### config.mk
export PLATFORM = sky130hd
export DESIGN_NAME = piso_tx
export DESIGN_NICKNAME = d
export VERILOG_FILES = /design/src/rtl/piso_pkg.sv /design/src/rtl/piso_shreg.sv /design/src/rtl/piso_tx.sv
export SDC_FILE = /design/constraint.sdc
export NUM_CORES = 1
export LEC_CHECK = 0
export CAP_MARGIN = 40
export CELL_PAD_IN_SITES_DETAIL_PLACEMENT = 1
export CELL_PAD_IN_SITES_GLOBAL_PLACEMENT = 1
export CORE_ASPECT_RATIO = 1.2
export CORE_MARGIN = 4
export CORE_UTILIZATION = 40
export DETAILED_ROUTE_END_ITERATION = 10
export DONT_BUFFER_PORTS = 1
export PLACE_DENSITY = 0.71
export SLEW_MARGIN = 20
export SYNTH_ARGS = -nofsm -noshare
export SYNTH_HDL_FRONTEND = slang
export SYNTH_SLANG_ARGS = --single-unit
export TNS_END_PERCENT = 100
### constraint.sdc
create_clock -name clk -period 3.4 [get_ports clk]
set_input_delay 0.34 -clock clk [delete_from_list [all_inputs] [get_ports clk]]
set_output_delay 0.34 -clock clk [all_outputs]
set_load 0.03 [all_outputs]
### src/rtl/piso_pkg.sv
// Shared types and defaults for the piso_tx serial transmitter.
package piso_pkg;

    typedef enum logic {
        IDLE  = 1'b0,
        SHIFT = 1'b1
    } piso_state_t;

    localparam int PISO_W_DEFAULT = 8;

endpackage

### src/rtl/piso_shreg.sv
// Shift register and bit counter for piso_tx.
// Drives the serial bit and flags the last bit of a word.
module piso_shreg
    import piso_pkg::*;
#(
    parameter int W = PISO_W_DEFAULT
) (
    input  logic         clk,
    input  logic         clear_n,
    input  logic         load,
    input  logic [W-1:0] load_word,
    input  logic         shift,
    input  logic         clr,
    input  logic         active,
    output logic         so,
    output logic         so_last,
    output logic         cnt_last
);

    localparam int CW = $clog2(W);
    localparam logic [CW-1:0] CNT_MAX = CW'(W - 1);

    logic [W-1:0]  sreg;
    logic [CW-1:0] cnt;

    // Load has priority; clearing sreg on an idle return keeps so low without extra gating.
    always_ff @(posedge clk or negedge clear_n) begin
        if (!clear_n) begin
            sreg <= '0;
            cnt  <= '0;
        end else if (load) begin
            sreg <= load_word;
            cnt  <= '0;
        end else if (shift) begin
            sreg <= {sreg[W-2:0], 1'b0};
            cnt  <= cnt + 1'b1;
        end else if (clr) begin
            sreg <= '0;
            cnt  <= '0;
        end
    end

    assign cnt_last = (cnt == CNT_MAX);
    assign so       = sreg[W-1];
    assign so_last  = active && cnt_last;

endmodule

### src/rtl/piso_tx.sv
// Parallel-in, serial-out transmitter with a one-word holding register.
// Words stream MSB first with no gap when the next word is already held.
module piso_tx
    import piso_pkg::*;
#(
    parameter int W = PISO_W_DEFAULT
) (
    input  logic         clk,
    input  logic         clear_n,
    input  logic [W-1:0] din,
    input  logic         load_valid,
    output logic         load_ready,
    output logic         so,
    output logic         so_valid,
    output logic         so_last,
    output logic         busy
);

    piso_state_t  state;
    logic [W-1:0] hold;
    logic         hold_full;
    logic         cnt_last;
    logic         accept;
    logic         xfer;
    logic         shifting;

    assign shifting = (state == SHIFT);
    assign accept   = load_valid && !hold_full;
    // A held word moves into the shifter when idle or exactly as the previous word ends.
    assign xfer     = hold_full && (!shifting || cnt_last);

    always_ff @(posedge clk or negedge clear_n) begin
        if (!clear_n) begin
            hold      <= '0;
            hold_full <= 1'b0;
        end else if (accept) begin
            hold      <= din;
            hold_full <= 1'b1;
        end else if (xfer) begin
            hold_full <= 1'b0;
        end
    end

    always_ff @(posedge clk or negedge clear_n) begin
        if (!clear_n) begin
            state <= IDLE;
        end else if (xfer) begin
            state <= SHIFT;
        end else if (shifting && cnt_last) begin
            state <= IDLE;
        end
    end

    piso_shreg #(.W(W)) u_shreg (
        .clk       (clk),
        .clear_n   (clear_n),
        .load      (xfer),
        .load_word (hold),
        .shift     (shifting && !cnt_last),
        .clr       (shifting && cnt_last && !hold_full),
        .active    (shifting),
        .so        (so),
        .so_last   (so_last),
        .cnt_last  (cnt_last)
    );

    assign load_ready = !hold_full;
    assign so_valid   = shifting;
    assign busy       = shifting || hold_full;

endmodule

==> flow_results.xml, run 1 <==
<?xml version="1.0" encoding="UTF-8"?>
<metrics>
  <group name="setup_path">
    <metric name="setup.worst_path.start" unit="">u_shreg.cnt[0]$_DFFE_PN0P_</metric>
    <metric name="timing.setup.critical_path_class" unit="">reg2out</metric>
    <metric name="dominant_cell_type_by_count_on_the_critical_path" unit="">sky130_fd_sc_hd__ha_1</metric>
    <metric name="critical-path-max-stage-delay" unit="ns">0.39</metric>
    <metric name="r2r_start" unit="">hold_full$_DFFE_PN0P_</metric>
    <metric name="worst_path_max_delay_cell" unit="">sky130_fd_sc_hd__dfrtp_1</metric>
    <metric name="worst-path-max-fanout" unit="">11</metric>
    <metric name="worst_r2r_path_depth" unit="">2</metric>
    <metric name="cp_top_family" unit="">adder cells</metric>
    <metric name="critical_path_cell_count" unit="">3</metric>
    <metric name="cp.arrival" unit="ns">1.57</metric>
    <metric name="timing.critical_path.to" unit="">so_last</metric>
    <metric name="critPathLaunchType" unit="">register</metric>
    <metric name="worst_path_buf_inv" unit="">0</metric>
    <metric name="timing.reg2reg.setup_slack" unit="ns">1.66</metric>
    <metric name="timing.rr.end" unit="">hold[7]$_DFFE_PN0P_</metric>
    <metric name="worstPathRequired" unit="ns">3.06</metric>
    <metric name="timing.critical_path.cells" unit="">ha_1, ha_1, and2_1</metric>
    <metric name="worst_setup_path_end_kind" unit="">primary output</metric>
  </group>
  <group name="clocking">
    <metric name="cts_made_buffers" unit="">3</metric>
    <metric name="post_cts.resized_instances" unit="">0</metric>
    <metric name="clkSinkCount" unit="">21</metric>
    <metric name="clock_latency" unit="ns">0.30</metric>
    <metric name="path_clk_slew" unit="ns">0.11</metric>
    <metric name="tritoncts_clock_tree" unit="">built</metric>
    <metric name="clock_tree.root_cell" unit="">sky130_fd_sc_hd__clkbuf_4</metric>
    <metric name="maximum_count_of_clock_buffers_along_a_single_path" unit="">2</metric>
    <metric name="postCtsSetupRepairBufs" unit="">0</metric>
    <metric name="cts_htree_levels" unit="">1</metric>
  </group>
  <group name="power_and_ir_drop">
    <metric name="power.clock.fraction" unit="%">13.0</metric>
    <metric name="power" unit="W">0.000921</metric>
    <metric name="power.sequential.fraction" unit="%">49.7</metric>
    <metric name="power.internal" unit="W">0.000603</metric>
    <metric name="peakVddDrop" unit="uV">411</metric>
    <metric name="switching_share" unit="%">34.5</metric>
    <metric name="power_dens_cells" unit="nW/um^2">867</metric>
    <metric name="total_switching_power" unit="W">0.000318</metric>
    <metric name="power_leakage" unit="nW">0.481</metric>
    <metric name="comb_power_share" unit="%">37.3</metric>
  </group>
  <group name="logic_synthesis">
    <metric name="synth_top_cell_area_share" unit="%">51.5</metric>
    <metric name="synthDistinctLibCells" unit="">20</metric>
    <metric name="synthesis.nets" unit="">86</metric>
    <metric name="cell_type_with_the_largest_total_area_after_synthesis" unit="">sky130_fd_sc_hd__dfrtp_1</metric>
    <metric name="post_synth_main_area_contributors" unit="">sky130_fd_sc_hd__dfrtp_1 (52%), sky130_fd_sc_hd__mux2_4 (12%), sky130_fd_sc_hd__a311o_1 (6.9%)</metric>
    <metric name="synth_cells" unit="">73</metric>
    <metric name="yosys_warnings" unit="">0</metric>
    <metric name="syn_area_per_cell" unit="um^2">14.0</metric>
    <metric name="yosysSeqAreaShare" unit="%">51.5</metric>
    <metric name="post_synth_instance_area" unit="um^2">1020</metric>
    <metric name="synth_seq_cells" unit="">21</metric>
  </group>
  <group name="timing">
    <metric name="finalCritPeriodShare" unit="%">56.2</metric>
    <metric name="maxSlewHeadroom" unit="%">55.3</metric>
    <metric name="timing.final.setup_violations" unit="">0</metric>
    <metric name="worst_pin_slew" unit="ns">0.668</metric>
    <metric name="final_hold_viol_count" unit="">0</metric>
    <metric name="fin_skew" unit="ns">0.00210</metric>
    <metric name="timing.setup.tns" unit="ns">0</metric>
    <metric name="max_freq" unit="MHz">523</metric>
    <metric name="final.min_clock_period" unit="ns">1.91</metric>
    <metric name="grt_setup_unrepaired" unit="">false</metric>
    <metric name="final.hold.worst_slack" unit="ns">0.172</metric>
    <metric name="timing.final.max_slew_violations" unit="">0</metric>
  </group>
  <group name="finish">
    <metric name="nNetsFinal" unit="">87</metric>
    <metric name="insertedDiodeCount" unit="">0</metric>
    <metric name="layout_overhead_on_the_synthesized_area" unit="%">4.17</metric>
    <metric name="most-common-layout-cells" unit="">sky130_fd_sc_hd__dfrtp_1 (21), sky130_fd_sc_hd__mux2_4 (8), sky130_fd_sc_hd__nor3b_1 (7), sky130_fd_sc_hd__and3b_1 (7), sky130_fd_sc_hd__a311o_1 (7)</metric>
    <metric name="final_layout_size_suffix_gt1_share" unit="%">21.9</metric>
    <metric name="mostFrequentLayoutCell" unit="">sky130_fd_sc_hd__dfrtp_1</metric>
    <metric name="postLayoutCellArea" unit="um^2">1060</metric>
  </group>
  <group name="routing">
    <metric name="route.vias.total" unit="">576</metric>
    <metric name="routed_wl" unit="um">1760</metric>
    <metric name="dr.first_iter.drc_count" unit="">2</metric>
    <metric name="avgViaCountPerCell" unit="">5.54</metric>
    <metric name="drt.antenna.violating_nets" unit="">0</metric>
    <metric name="avgRoutedWirePerCell" unit="um">16.9</metric>
    <metric name="drtPass1Iterations" unit="">3</metric>
    <metric name="drc_errors" unit="">0</metric>
  </group>
  <group name="floorplanning">
    <metric name="die-height" unit="um">63.3</metric>
    <metric name="io_pins" unit="">16</metric>
    <metric name="dieWidth" unit="um">54.1</metric>
    <metric name="die-area" unit="um^2">3420</metric>
    <metric name="initial_core_util" unit="%">43.3</metric>
    <metric name="std_cell_rows" unit="">19</metric>
    <metric name="floorplan_core_area" unit="um^2">2350</metric>
  </group>
  <group name="grt">
    <metric name="overflow" unit="">0</metric>
    <metric name="grt_first_pass_wirelength" unit="um">3140</metric>
    <metric name="grt_antenna_before_repair" unit="">0</metric>
    <metric name="global_route.usage.total" unit="%">13.0</metric>
    <metric name="largest_net_degree_at_the_start_of_global_routing" unit="">22</metric>
    <metric name="grt_pass1_vias" unit="">650</metric>
  </group>
  <group name="run">
    <metric name="cap_violations" unit="">0</metric>
  </group>
  <group name="placed_design">
    <metric name="place.port_buffers" unit="">0</metric>
    <metric name="hpwlAfterDp" unit="um">1190</metric>
    <metric name="routabilityCongestion" unit="">0.669</metric>
    <metric name="dpl_cell_area" unit="um^2">996</metric>
  </group>
  <group name="hold_path">
    <metric name="holdCritPathClass" unit="">in2reg</metric>
    <metric name="holdPathStages" unit="">1</metric>
    <metric name="hold_path_startpoint" unit="">din[2]</metric>
  </group>
  <group name="run_status">
    <metric name="status" unit="">complete, no violations</metric>
  </group>
</metrics>
==> power by group through the flow <==
stage               Combinational [W]  Sequential (W)  Clock (W)
global placement             0.000309        0.000474          0
floorplan                    0.000351        0.000415          0
CTS                          0.000328        0.000472   0.000127
detailed placement           0.000321        0.000479          0
finish                       0.000344        0.000458   0.000120
global route                 0.000388        0.000478   0.000136
==> cell usage after synthesis, drive strengths merged <==
cell	number
dfrtp	21
mux2	8
a311o	7
and3b	7
buf	7
nor3b	7
inv	3
a32o	2
ha	2
nor2b	2
a21o	1
a22o	1
and2	1
mux2i	1
nand2	1
nand2b	1
nor2	1
==> state kept, by name, summed over array words and instances, names as in the netlist <==
signal / flops
hold: 8
hold_full: 1
u_shreg.cnt: 3
so_valid: 1
u_shreg.sreg: 8
==> per-layer routing <==
metal | wire length [um] | track usage, % | share of wire (%) | up-vias
li1 | - | - | - | 268
met1 | 787 | 16.1 | 45 | 294
met2 | 862 | 19.5 | 49 | 10
met3 | 64 | 3.30 | 3.6 | 4
met4 | 40 | 8.41 | 2.3 | 0
met5 | 0 | 0 | 0 | -
==> worst min path at each step <==
| stage | end | slack [ns] |
|---|---|---|
| CTS | hold[2]$_DFFE_PN0P_ | 0.16 |
| detailed placement | hold[6]$_DFFE_PN0P_ | 0.04 |
| global placement | hold[5]$_DFFE_PN0P_ | 0.05 |
| global route | hold[5]$_DFFE_PN0P_ | 0.15 |
| floorplan | hold[0]$_DFFE_PN0P_ | 0.04 |
| finish | hold[2]$_DFFE_PN0P_ | 0.17 |
==> layout make-up <==
type | count | area [um^2]
fillers | 235 | 1290
flip-flops and latches | 21 | 526
multi-input cells | 42 | 420
repair buffers | 3 | 40.0
well taps | 31 | 38.8
clock buffers | 4 | 26.3
inverters | 3 | 11.3
==> stage by stage <==
| stage | worst slack, ns | instances | utilization (%) |
|---|---|---|---|
| after global routing | 1.38 | 104 | 45.1 |
| after CTS | 1.40 | 102 | 43.9 |
| after global placement | 1.71 | 97 | 42.3 |
| final | 1.49 | 104 | 45.1 |
| after floorplan | 1.94 | 73 | - |
| after detailed placement | 1.66 | 97 | 42.3 |
==> cell families (layout without fill, tap and decap cells) <==
logic type / count (synthesis) / in the layout / synth area share [%]
buffers and inverters: 10 / 10 / 7.24
flip-flops: 21 / 21 / 51.5
AND/OR/NAND/NOR: 20 / 20 / 15.6
AO/OA/AOI/OAI: 11 / 11 / 10.4
multiplexers: 9 / 9 / 12.8
adder cells (fa/ha/maj): 2 / 2 / 2.45
==> what timing repair did <==
item,CTS,global route
setup endpoints to repair,0,0
hold endpoints to repair,21,0
hold buffers,1,0
No activity file was read; power rests on OpenSTA's default activity.
==> inputs of run 2 (changes only) <==
--- a/config.mk
+++ b/config.mk
@@ -5,6 +5,7 @@
 export SDC_FILE = /design/constraint.sdc
 export NUM_CORES = 1
 export LEC_CHECK = 0
+export ABC_AREA = 1
 export CAP_MARGIN = 40
 export CELL_PAD_IN_SITES_DETAIL_PLACEMENT = 1
 export CELL_PAD_IN_SITES_GLOBAL_PLACEMENT = 1
@@ -13,7 +14,7 @@
 export CORE_UTILIZATION = 40
 export DETAILED_ROUTE_END_ITERATION = 10
 export DONT_BUFFER_PORTS = 1
-export PLACE_DENSITY = 0.71
+export PLACE_DENSITY = 0.75
 export SLEW_MARGIN = 20
 export SYNTH_ARGS = -nofsm -noshare
 export SYNTH_HDL_FRONTEND = slang
==> constraint.sdc (replaced) <==
create_clock -name clk -period 2.01 [get_ports clk]
set_input_delay 0.201 -clock clk [delete_from_list [all_inputs] [get_ports clk]]
set_output_delay 0.201 -clock clk [all_outputs]
set_load 0.03 [all_outputs]
==> run 2 against run 1 <==
First-iteration DRC count rose to 3.5 times the previous value. Critical endpoint is now busy. Largest power group unchanged. Register-to-register slack got worse by 1.2 ns. Routed wire length rose by 4.3%.
==> flow_results.xml, run 2 <==
<?xml version="1.0" encoding="UTF-8"?>
<metrics>
  <group name="routing">
    <metric name="routed_wl" unit="um">1830</metric>
    <metric name="dr.first_iter.drc_count" unit="">7</metric>
    <metric name="avgViaCountPerCell" unit="">5.05</metric>
    <metric name="route.vias.total" unit="">677</metric>
    <metric name="drc_errors" unit="">0</metric>
    <metric name="avgRoutedWirePerCell" unit="um">13.7</metric>
    <metric name="drt.antenna.violating_nets" unit="">0</metric>
    <metric name="drtPass1Iterations" unit="">4</metric>
  </group>
  <group name="placed_design">
    <metric name="dp_worst_setup_slack" unit="ns">0.478</metric>
    <metric name="hpwlAfterDp" unit="um">1270</metric>
    <metric name="place.port_buffers" unit="">0</metric>
    <metric name="routabilityCongestion" unit="">0.720</metric>
  </group>
  <group name="grt">
    <metric name="grt_antenna_before_repair" unit="">0</metric>
    <metric name="global_route.usage.total" unit="%">14.7</metric>
    <metric name="overflow" unit="">0</metric>
    <metric name="grt_first_pass_wirelength" unit="um">3340</metric>
    <metric name="grt_pass1_vias" unit="">734</metric>
    <metric name="largest_net_degree_at_the_start_of_global_routing" unit="">22</metric>
  </group>
  <group name="timing">
    <metric name="final.min_clock_period" unit="ns">1.62</metric>
    <metric name="worst_pin_slew" unit="ns">0.559</metric>
    <metric name="maxSlewHeadroom" unit="%">62.6</metric>
    <metric name="max_freq" unit="MHz">615</metric>
    <metric name="timing.final.max_slew_violations" unit="">0</metric>
    <metric name="final_hold_viol_count" unit="">0</metric>
    <metric name="finalCritPeriodShare" unit="%">80.8</metric>
    <metric name="timing.setup.tns" unit="ns">0</metric>
    <metric name="fin_skew" unit="ns">0.00829</metric>
    <metric name="timing.final.setup_violations" unit="">0</metric>
    <metric name="worst_slack" unit="ns">0.385</metric>
    <metric name="grt_setup_unrepaired" unit="">false</metric>
  </group>
  <group name="floorplanning">
    <metric name="dieWidth" unit="um">52.0</metric>
    <metric name="floorplan_core_area" unit="um^2">2140</metric>
    <metric name="io_pins" unit="">16</metric>
    <metric name="die-area" unit="um^2">3170</metric>
    <metric name="die-height" unit="um">60.8</metric>
    <metric name="std_cell_rows" unit="">18</metric>
    <metric name="initial_core_util" unit="%">43.5</metric>
  </group>
  <group name="power_and_ir_drop">
    <metric name="peakVddDrop" unit="uV">658</metric>
    <metric name="power_dens_cells" unit="nW/um^2">1450</metric>
    <metric name="power_leakage" unit="nW">0.497</metric>
    <metric name="power.clock.fraction" unit="%">14.7</metric>
    <metric name="power.sequential.fraction" unit="%">54.4</metric>
    <metric name="total_switching_power" unit="W">0.000587</metric>
    <metric name="switching_share" unit="%">41.6</metric>
    <metric name="comb_power_share" unit="%">30.9</metric>
    <metric name="power.internal" unit="W">0.000824</metric>
  </group>
  <group name="finish">
    <metric name="finish.utilization" unit="%">45.5</metric>
    <metric name="insertedDiodeCount" unit="">0</metric>
    <metric name="final_layout_size_suffix_gt1_share" unit="%">10.6</metric>
    <metric name="mostFrequentLayoutCell" unit="">sky130_fd_sc_hd__nand2_1</metric>
    <metric name="num-fill-cells" unit="">257</metric>
    <metric name="layout_overhead_on_the_synthesized_area" unit="%">4.57</metric>
    <metric name="layout_top_registers" unit="">hold x8, u_shreg.sreg x8, u_shreg.cnt x3</metric>
    <metric name="most-common-layout-cells" unit="">sky130_fd_sc_hd__nand2_1 (42), sky130_fd_sc_hd__nand3_1 (23), sky130_fd_sc_hd__dfrtp_1 (21), sky130_fd_sc_hd__inv_1 (3), sky130_fd_sc_hd__clkbuf_4 (3)</metric>
    <metric name="nNetsFinal" unit="">118</metric>
  </group>
  <group name="setup_path">
    <metric name="critical-path-max-stage-delay" unit="ns">0.57</metric>
    <metric name="cp_top_family" unit="">flip-flops</metric>
    <metric name="critPathLaunchType" unit="">register</metric>
    <metric name="timing.critical_path.cells" unit="">nor2_4, inv_1</metric>
    <metric name="worstPathRequired" unit="ns">1.81</metric>
    <metric name="worst-path-max-fanout" unit="">12</metric>
    <metric name="cp.arrival" unit="ns">1.42</metric>
    <metric name="timing.setup.critical_path_class" unit="">reg2out</metric>
    <metric name="worst_path_max_delay_cell" unit="">sky130_fd_sc_hd__dfrtp_1</metric>
    <metric name="worst_path_buf_inv" unit="">1</metric>
    <metric name="worst_setup_path_end_kind" unit="">primary output</metric>
  </group>
  <group name="logic_synthesis">
    <metric name="yosys_warnings" unit="">0</metric>
    <metric name="post_synth_instance_area" unit="um^2">931</metric>
    <metric name="synth_top_cell_area_share" unit="%">56.5</metric>
    <metric name="synth_cells" unit="">103</metric>
    <metric name="synth_seq_cells" unit="">21</metric>
    <metric name="synthesis.nets" unit="">116</metric>
    <metric name="synth.most_common_cell" unit="">sky130_fd_sc_hd__nand2_1</metric>
    <metric name="leading_register_cell_type_out_of_synthesis" unit="">sky130_fd_sc_hd__dfrtp_1</metric>
    <metric name="synth.cells.most_frequent" unit="">sky130_fd_sc_hd__nand2_1 (42), sky130_fd_sc_hd__nand3_1 (23), sky130_fd_sc_hd__dfrtp_1 (21)</metric>
    <metric name="post_synth_main_area_contributors" unit="">sky130_fd_sc_hd__dfrtp_1 (56%), sky130_fd_sc_hd__nand2_1 (17%), sky130_fd_sc_hd__nand3_1 (12%)</metric>
    <metric name="async_reset_ff_share" unit="%">100</metric>
    <metric name="synthDistinctLibCells" unit="">12</metric>
    <metric name="syn_area_per_cell" unit="um^2">9.04</metric>
    <metric name="number_of_flops_mapped_to_enable_cells_by_yosys" unit="">0</metric>
    <metric name="yosysSeqAreaShare" unit="%">56.5</metric>
    <metric name="cell_type_with_the_largest_total_area_after_synthesis" unit="">sky130_fd_sc_hd__dfrtp_1</metric>
  </group>
  <group name="clocking">
    <metric name="tritoncts_clock_tree" unit="">built</metric>
    <metric name="cts_made_buffers" unit="">3</metric>
    <metric name="path_clk_slew" unit="ns">0.12</metric>
    <metric name="postCtsSetupRepairBufs" unit="">0</metric>
    <metric name="clkSinkCount" unit="">21</metric>
    <metric name="maximum_count_of_clock_buffers_along_a_single_path" unit="">2</metric>
    <metric name="post_cts.resized_instances" unit="">0</metric>
    <metric name="clock_latency" unit="ns">0.31</metric>
    <metric name="clock_tree.root_cell" unit="">sky130_fd_sc_hd__clkbuf_4</metric>
    <metric name="cts_htree_levels" unit="">1</metric>
  </group>
  <group name="run">
    <metric name="cap_violations" unit="">0</metric>
  </group>
  <group name="hold_path">
    <metric name="holdCritPathClass" unit="">in2reg</metric>
  </group>
  <group name="run_status">
    <metric name="status" unit="">complete, no violations</metric>
  </group>
</metrics>
==> run 2: cell count changes in the layout (fill, tap and decap cells not counted), sizes merged, moves of 7 or more <==
cell	before	now
a311o	7	0
nand2	1	43
and3b	7	0
nand3	0	23
mux2	8	0
nor3b	7	0
==> run 2: final cells by class <==
type	instances	area [um^2]	share of cell area, %
clock buffer	4	26.3	2.70
inverter	5	18.8	1.93
multi-input combinational	72	344	35.3
sequential	21	526	54.0
tap	30	37.5	3.86
timing repair buffer	2	21.3	2.19
==> run 2: metal layers <==
| layer | GRT usage [%] | wire length, um | vias to the layer above |
|---|---|---|---|
| met4 | 7.87 | 48 | 0 |
| li1 | - | - | 331 |
| met1 | 17.1 | 795 | 324 |
| met3 | 3.19 | 87 | 5 |
| met2 | 25.3 | 898 | 17 |
| met5 | 0 | 0 | - |
==> run 2: path summary, 6_finish.rpt <==
kind | from | endpoint | slack, ns | cells past startpoint
max | so_valid$_DFFE_PN0P_ | busy | 0.39 | 2
min | din[2] | hold[2]$_DFFE_PN0P_ | 0.02 | 2
max reg2reg | u_shreg.cnt[0]$_DFFE_PN0P_ | u_shreg.sreg[5]$_DFFE_PN0P_ | 0.44 | 6
min reg2reg | hold[3]$_DFFE_PN0P_ | hold[3]$_DFFE_PN0P_ | 0.49 | 2
max in group asynchronous | clear_n | u_shreg.sreg[4]$_DFFE_PN0P_ | 1.22 | 2
min in group asynchronous | clear_n | so_valid$_DFFE_PN0P_ | 0.30 | 1
==> run 2: logic make-up (layout without fill, tap and decap cells) <==
kind of cell,after synthesis,after routing,synth area share [%]
fa+ha+maj,2,2,2.69
flops,21,21,56.5
buf+inv,10,11,6.59
simple gates,68,68,32.4
compound gates,2,2,1.88
==> run 2: power by group through the flow <==
stage	registers (W)	logic, W	clock network [W]
2_1_floorplan	0.000715	0.000436	0
3_3_place_gp	0.000771	0.000417	0
3_5_place_dp	0.000781	0.000436	0
4_1_cts	0.000773	0.000448	0.000215
5_1_grt	0.000800	0.000517	0.000233
6_report	0.000767	0.000436	0.000208
==> run 2: what timing repair did <==
item / in CTS / in global routing
hold endpoints to repair: 21 / 0
hold buffers: 1 / 0
endpoints found under the setup margin: 0 / 0
==> run 2: stage by stage <==
stage	power [W]	area, um^2	instances	hold slack, ns
3_5_place_dp	0.00122	926	128	-0.0938
6_report	0.00141	973	134	0.0158
4_1_cts	0.00144	962	133	0.0134
2_1_floorplan	0.00115	931	103	-0.0946
5_1_grt	0.00155	973	134	0.0151
3_3_place_gp	0.00119	926	128	-0.0940
==> inputs of run 3 (changes only) <==
==> constraint.sdc (replaced) <==
create_clock -name clk -period 1.61 [get_ports clk]
set_input_delay 0.161 -clock clk [delete_from_list [all_inputs] [get_ports clk]]
set_output_delay 0.161 -clock clk [all_outputs]
set_load 0.03 [all_outputs]
==> run 3 against run 2 <==
Cell count increased by 7.5%. Non-clock buffer count increased by 10. Via count increased by 6.6%. Critical path depth increased by 2. Critical path type unchanged. Sequential power increased by 24%. Total power increased by 29%. Highest routed layer unchanged. Largest power group unchanged. Die area unchanged. Clock skew about the same. Sequential cell count unchanged. Sequential share of layout area decreased by 4.7 points. Setup slack got worse by 0.28 ns. Clock-buffer cell count unchanged.
==> flow_results.xml, run 3 (same netlist as run 2, synthesis figures left out) <==
<?xml version="1.0" encoding="UTF-8"?>
<metrics>
  <group name="timing">
    <metric name="max_freq" unit="MHz">664</metric>
    <metric name="fin_skew" unit="ns">0.00782</metric>
    <metric name="final_hold_viol_count" unit="">0</metric>
    <metric name="timing.final.setup_violations" unit="">0</metric>
    <metric name="maxSlewHeadroom" unit="%">68.4</metric>
    <metric name="finalCritPeriodShare" unit="%">93.5</metric>
    <metric name="final.min_clock_period" unit="ns">1.51</metric>
    <metric name="timing.setup.tns" unit="ns">0</metric>
    <metric name="timing.final.max_slew_violations" unit="">0</metric>
    <metric name="grt_setup_unrepaired" unit="">false</metric>
    <metric name="worst_slack" unit="ns">0.104</metric>
    <metric name="worst_pin_slew" unit="ns">0.474</metric>
  </group>
  <group name="setup_path">
    <metric name="cp.arrival" unit="ns">1.35</metric>
    <metric name="timing.critical_path.cells" unit="">ha_1, ha_1, nand2_1, inv_2</metric>
    <metric name="timing.setup.critical_path_class" unit="">reg2out</metric>
    <metric name="critical-path-max-stage-delay" unit="ns">0.43</metric>
    <metric name="critPathLaunchType" unit="">register</metric>
    <metric name="worst_setup_path_end_kind" unit="">primary output</metric>
    <metric name="worst-path-max-fanout" unit="">3</metric>
    <metric name="worstPathRequired" unit="ns">1.45</metric>
    <metric name="dominant_cell_type_by_count_on_the_critical_path" unit="">sky130_fd_sc_hd__ha_1</metric>
    <metric name="worst_path_max_delay_cell" unit="">sky130_fd_sc_hd__dfrtp_1</metric>
  </group>
  <group name="power_and_ir_drop">
    <metric name="power.clock.fraction" unit="%">14.5</metric>
    <metric name="peakVddDrop" unit="uV">741</metric>
    <metric name="power.internal" unit="W">0.00106</metric>
    <metric name="switching_share" unit="%">42.1</metric>
    <metric name="power_dens_cells" unit="nW/um^2">1710</metric>
    <metric name="comb_power_share" unit="%">33.3</metric>
    <metric name="power_leakage" unit="nW">0.533</metric>
    <metric name="power.sequential.fraction" unit="%">52.2</metric>
    <metric name="total_switching_power" unit="W">0.000768</metric>
  </group>
  <group name="routing">
    <metric name="route.vias.total" unit="">722</metric>
    <metric name="drtPass1Iterations" unit="">4</metric>
    <metric name="drc_errors" unit="">0</metric>
    <metric name="dr.first_iter.drc_count" unit="">12</metric>
    <metric name="avgRoutedWirePerCell" unit="um">14.3</metric>
    <metric name="drt.antenna.violating_nets" unit="">0</metric>
    <metric name="routed_wl" unit="um">2060</metric>
    <metric name="avgViaCountPerCell" unit="">5.01</metric>
  </group>
  <group name="finish">
    <metric name="nNetsFinal" unit="">128</metric>
    <metric name="insertedDiodeCount" unit="">0</metric>
    <metric name="mostFrequentLayoutCell" unit="">sky130_fd_sc_hd__nand2_1</metric>
    <metric name="final_layout_size_suffix_gt1_share" unit="%">13.2</metric>
    <metric name="most-common-layout-cells" unit="">sky130_fd_sc_hd__nand2_1 (41), sky130_fd_sc_hd__nand3_1 (23), sky130_fd_sc_hd__dfrtp_1 (20), sky130_fd_sc_hd__dlygate4sd3_1 (10)</metric>
    <metric name="layout_overhead_on_the_synthesized_area" unit="%">14.8</metric>
    <metric name="num-fill-cells" unit="">246</metric>
    <metric name="layout_top_registers" unit="">hold x8, u_shreg.sreg x8, u_shreg.cnt x3</metric>
  </group>
  <group name="grt">
    <metric name="grt_first_pass_wirelength" unit="um">3620</metric>
    <metric name="grt_antenna_before_repair" unit="">0</metric>
    <metric name="largest_net_degree_at_the_start_of_global_routing" unit="">22</metric>
    <metric name="grt_pass1_vias" unit="">730</metric>
    <metric name="global_route.usage.total" unit="%">15.9</metric>
    <metric name="overflow" unit="">0</metric>
  </group>
  <group name="clocking">
    <metric name="postCtsSetupRepairBufs" unit="">0</metric>
    <metric name="tritoncts_clock_tree" unit="">built</metric>
    <metric name="clock_latency" unit="ns">0.32</metric>
    <metric name="path_clk_slew" unit="ns">0.12</metric>
    <metric name="cts_made_buffers" unit="">3</metric>
    <metric name="clkSinkCount" unit="">21</metric>
    <metric name="maximum_count_of_clock_buffers_along_a_single_path" unit="">2</metric>
    <metric name="cts_htree_levels" unit="">1</metric>
    <metric name="clock_tree.root_cell" unit="">sky130_fd_sc_hd__clkbuf_4</metric>
  </group>
  <group name="floorplanning">
    <metric name="die-area" unit="um^2">3170</metric>
    <metric name="io_pins" unit="">16</metric>
    <metric name="die-height" unit="um">60.8</metric>
    <metric name="dieWidth" unit="um">52.0</metric>
    <metric name="floorplan_core_area" unit="um^2">2140</metric>
    <metric name="std_cell_rows" unit="">18</metric>
    <metric name="initial_core_util" unit="%">43.5</metric>
  </group>
  <group name="placed_design">
    <metric name="hpwlAfterDp" unit="um">1300</metric>
    <metric name="routabilityCongestion" unit="">0.661</metric>
    <metric name="place.port_buffers" unit="">0</metric>
    <metric name="dp_worst_setup_slack" unit="ns">0.109</metric>
  </group>
  <group name="hold_path">
    <metric name="holdCritPathClass" unit="">in2reg</metric>
  </group>
  <group name="run_status">
    <metric name="status" unit="">complete, no violations</metric>
  </group>
  <group name="run">
    <metric name="cap_violations" unit="">0</metric>
  </group>
</metrics>
## run 3: final cells by class
type | instances | area, um^2 | area share [%]
clock buffers | 4 | 26.3 | 2.46
flip-flops and latches | 21 | 527 | 49.3
repair buffers | 12 | 113 | 10.5
well taps | 30 | 37.5 | 3.51
inverters | 5 | 18.8 | 1.76
multi-input cells | 72 | 347 | 32.4
## run 3: per-layer routing
layer | vias up | track usage (%) | share of wire [%]
li1 | 351 | - | -
met1 | 349 | 20.4 | 43
met2 | 16 | 25.5 | 51
met3 | 6 | 3.44 | 4.3
met4 | 0 | 7.87 | 2.2
met5 | - | 0 | 0
## run 3: power groups by stage
stage | clock network [W] | logic (W) | registers [W]
CTS | 0.000274 | 0.000612 | 0.000949
detailed placement | 0 | 0.000576 | 0.000959
global placement | 0 | 0.000544 | 0.000950
global route | 0.000289 | 0.000709 | 0.000986
floorplan | 0 | 0.000545 | 0.000893
finish | 0.000265 | 0.000607 | 0.000952
## run 3: worst paths after layout
check                                                start                          end  slack [ns]  cells after the start
worst max-delay path            u_shreg.cnt[0]$_DFFE_PN0P_                      so_last        0.10                      4
worst min-delay path                            load_valid        hold_full$_DFFE_PN0P_        0.07                      2
worst max register to register  u_shreg.cnt[0]$_DFFE_PN0P_  u_shreg.sreg[5]$_DFFE_PN0P_        0.23                      6
worst min register to register         hold[2]$_DFFE_PN0P_          hold[2]$_DFFE_PN0P_        0.49                      2
max in group asynchronous                          clear_n        hold_full$_DFFE_PN0P_        0.94                      2
min in group asynchronous                          clear_n  u_shreg.sreg[7]$_DFFE_PN0P_        0.32                      2
## run 3: metrics by stage
stage / total power [W] / instance area (um^2) / instances / hold slack [ns] / util (%)
after detailed placement: 0.00153 / 933 / 129 / -0.134 / 43.6
after floorplan: 0.00144 / 931 / 103 / -0.135 / -
after global placement: 0.00149 / 933 / 129 / -0.134 / 43.6
after CTS: 0.00183 / 1060 / 143 / 0.0743 / 49.5
after global routing: 0.00198 / 1070 / 144 / 0.0884 / 49.9
final: 0.00182 / 1070 / 144 / 0.0733 / 49.9
## run 3: timing repair
item	CTS	global route
hold buffers	10	1
setup endpoints to repair	0	6
endpoints found under the hold margin	29	21
gates resized for setup	0	3
## run 3: worst max-delay path, delay by kind of cell, from the launching register on
kind | cells | cell delay [ns]
adders and majority gates | 2 | 0.44
DFF | 1 | 0.43
buffers and inverters | 1 | 0.08
and+or+nand+nor | 1 | 0.09
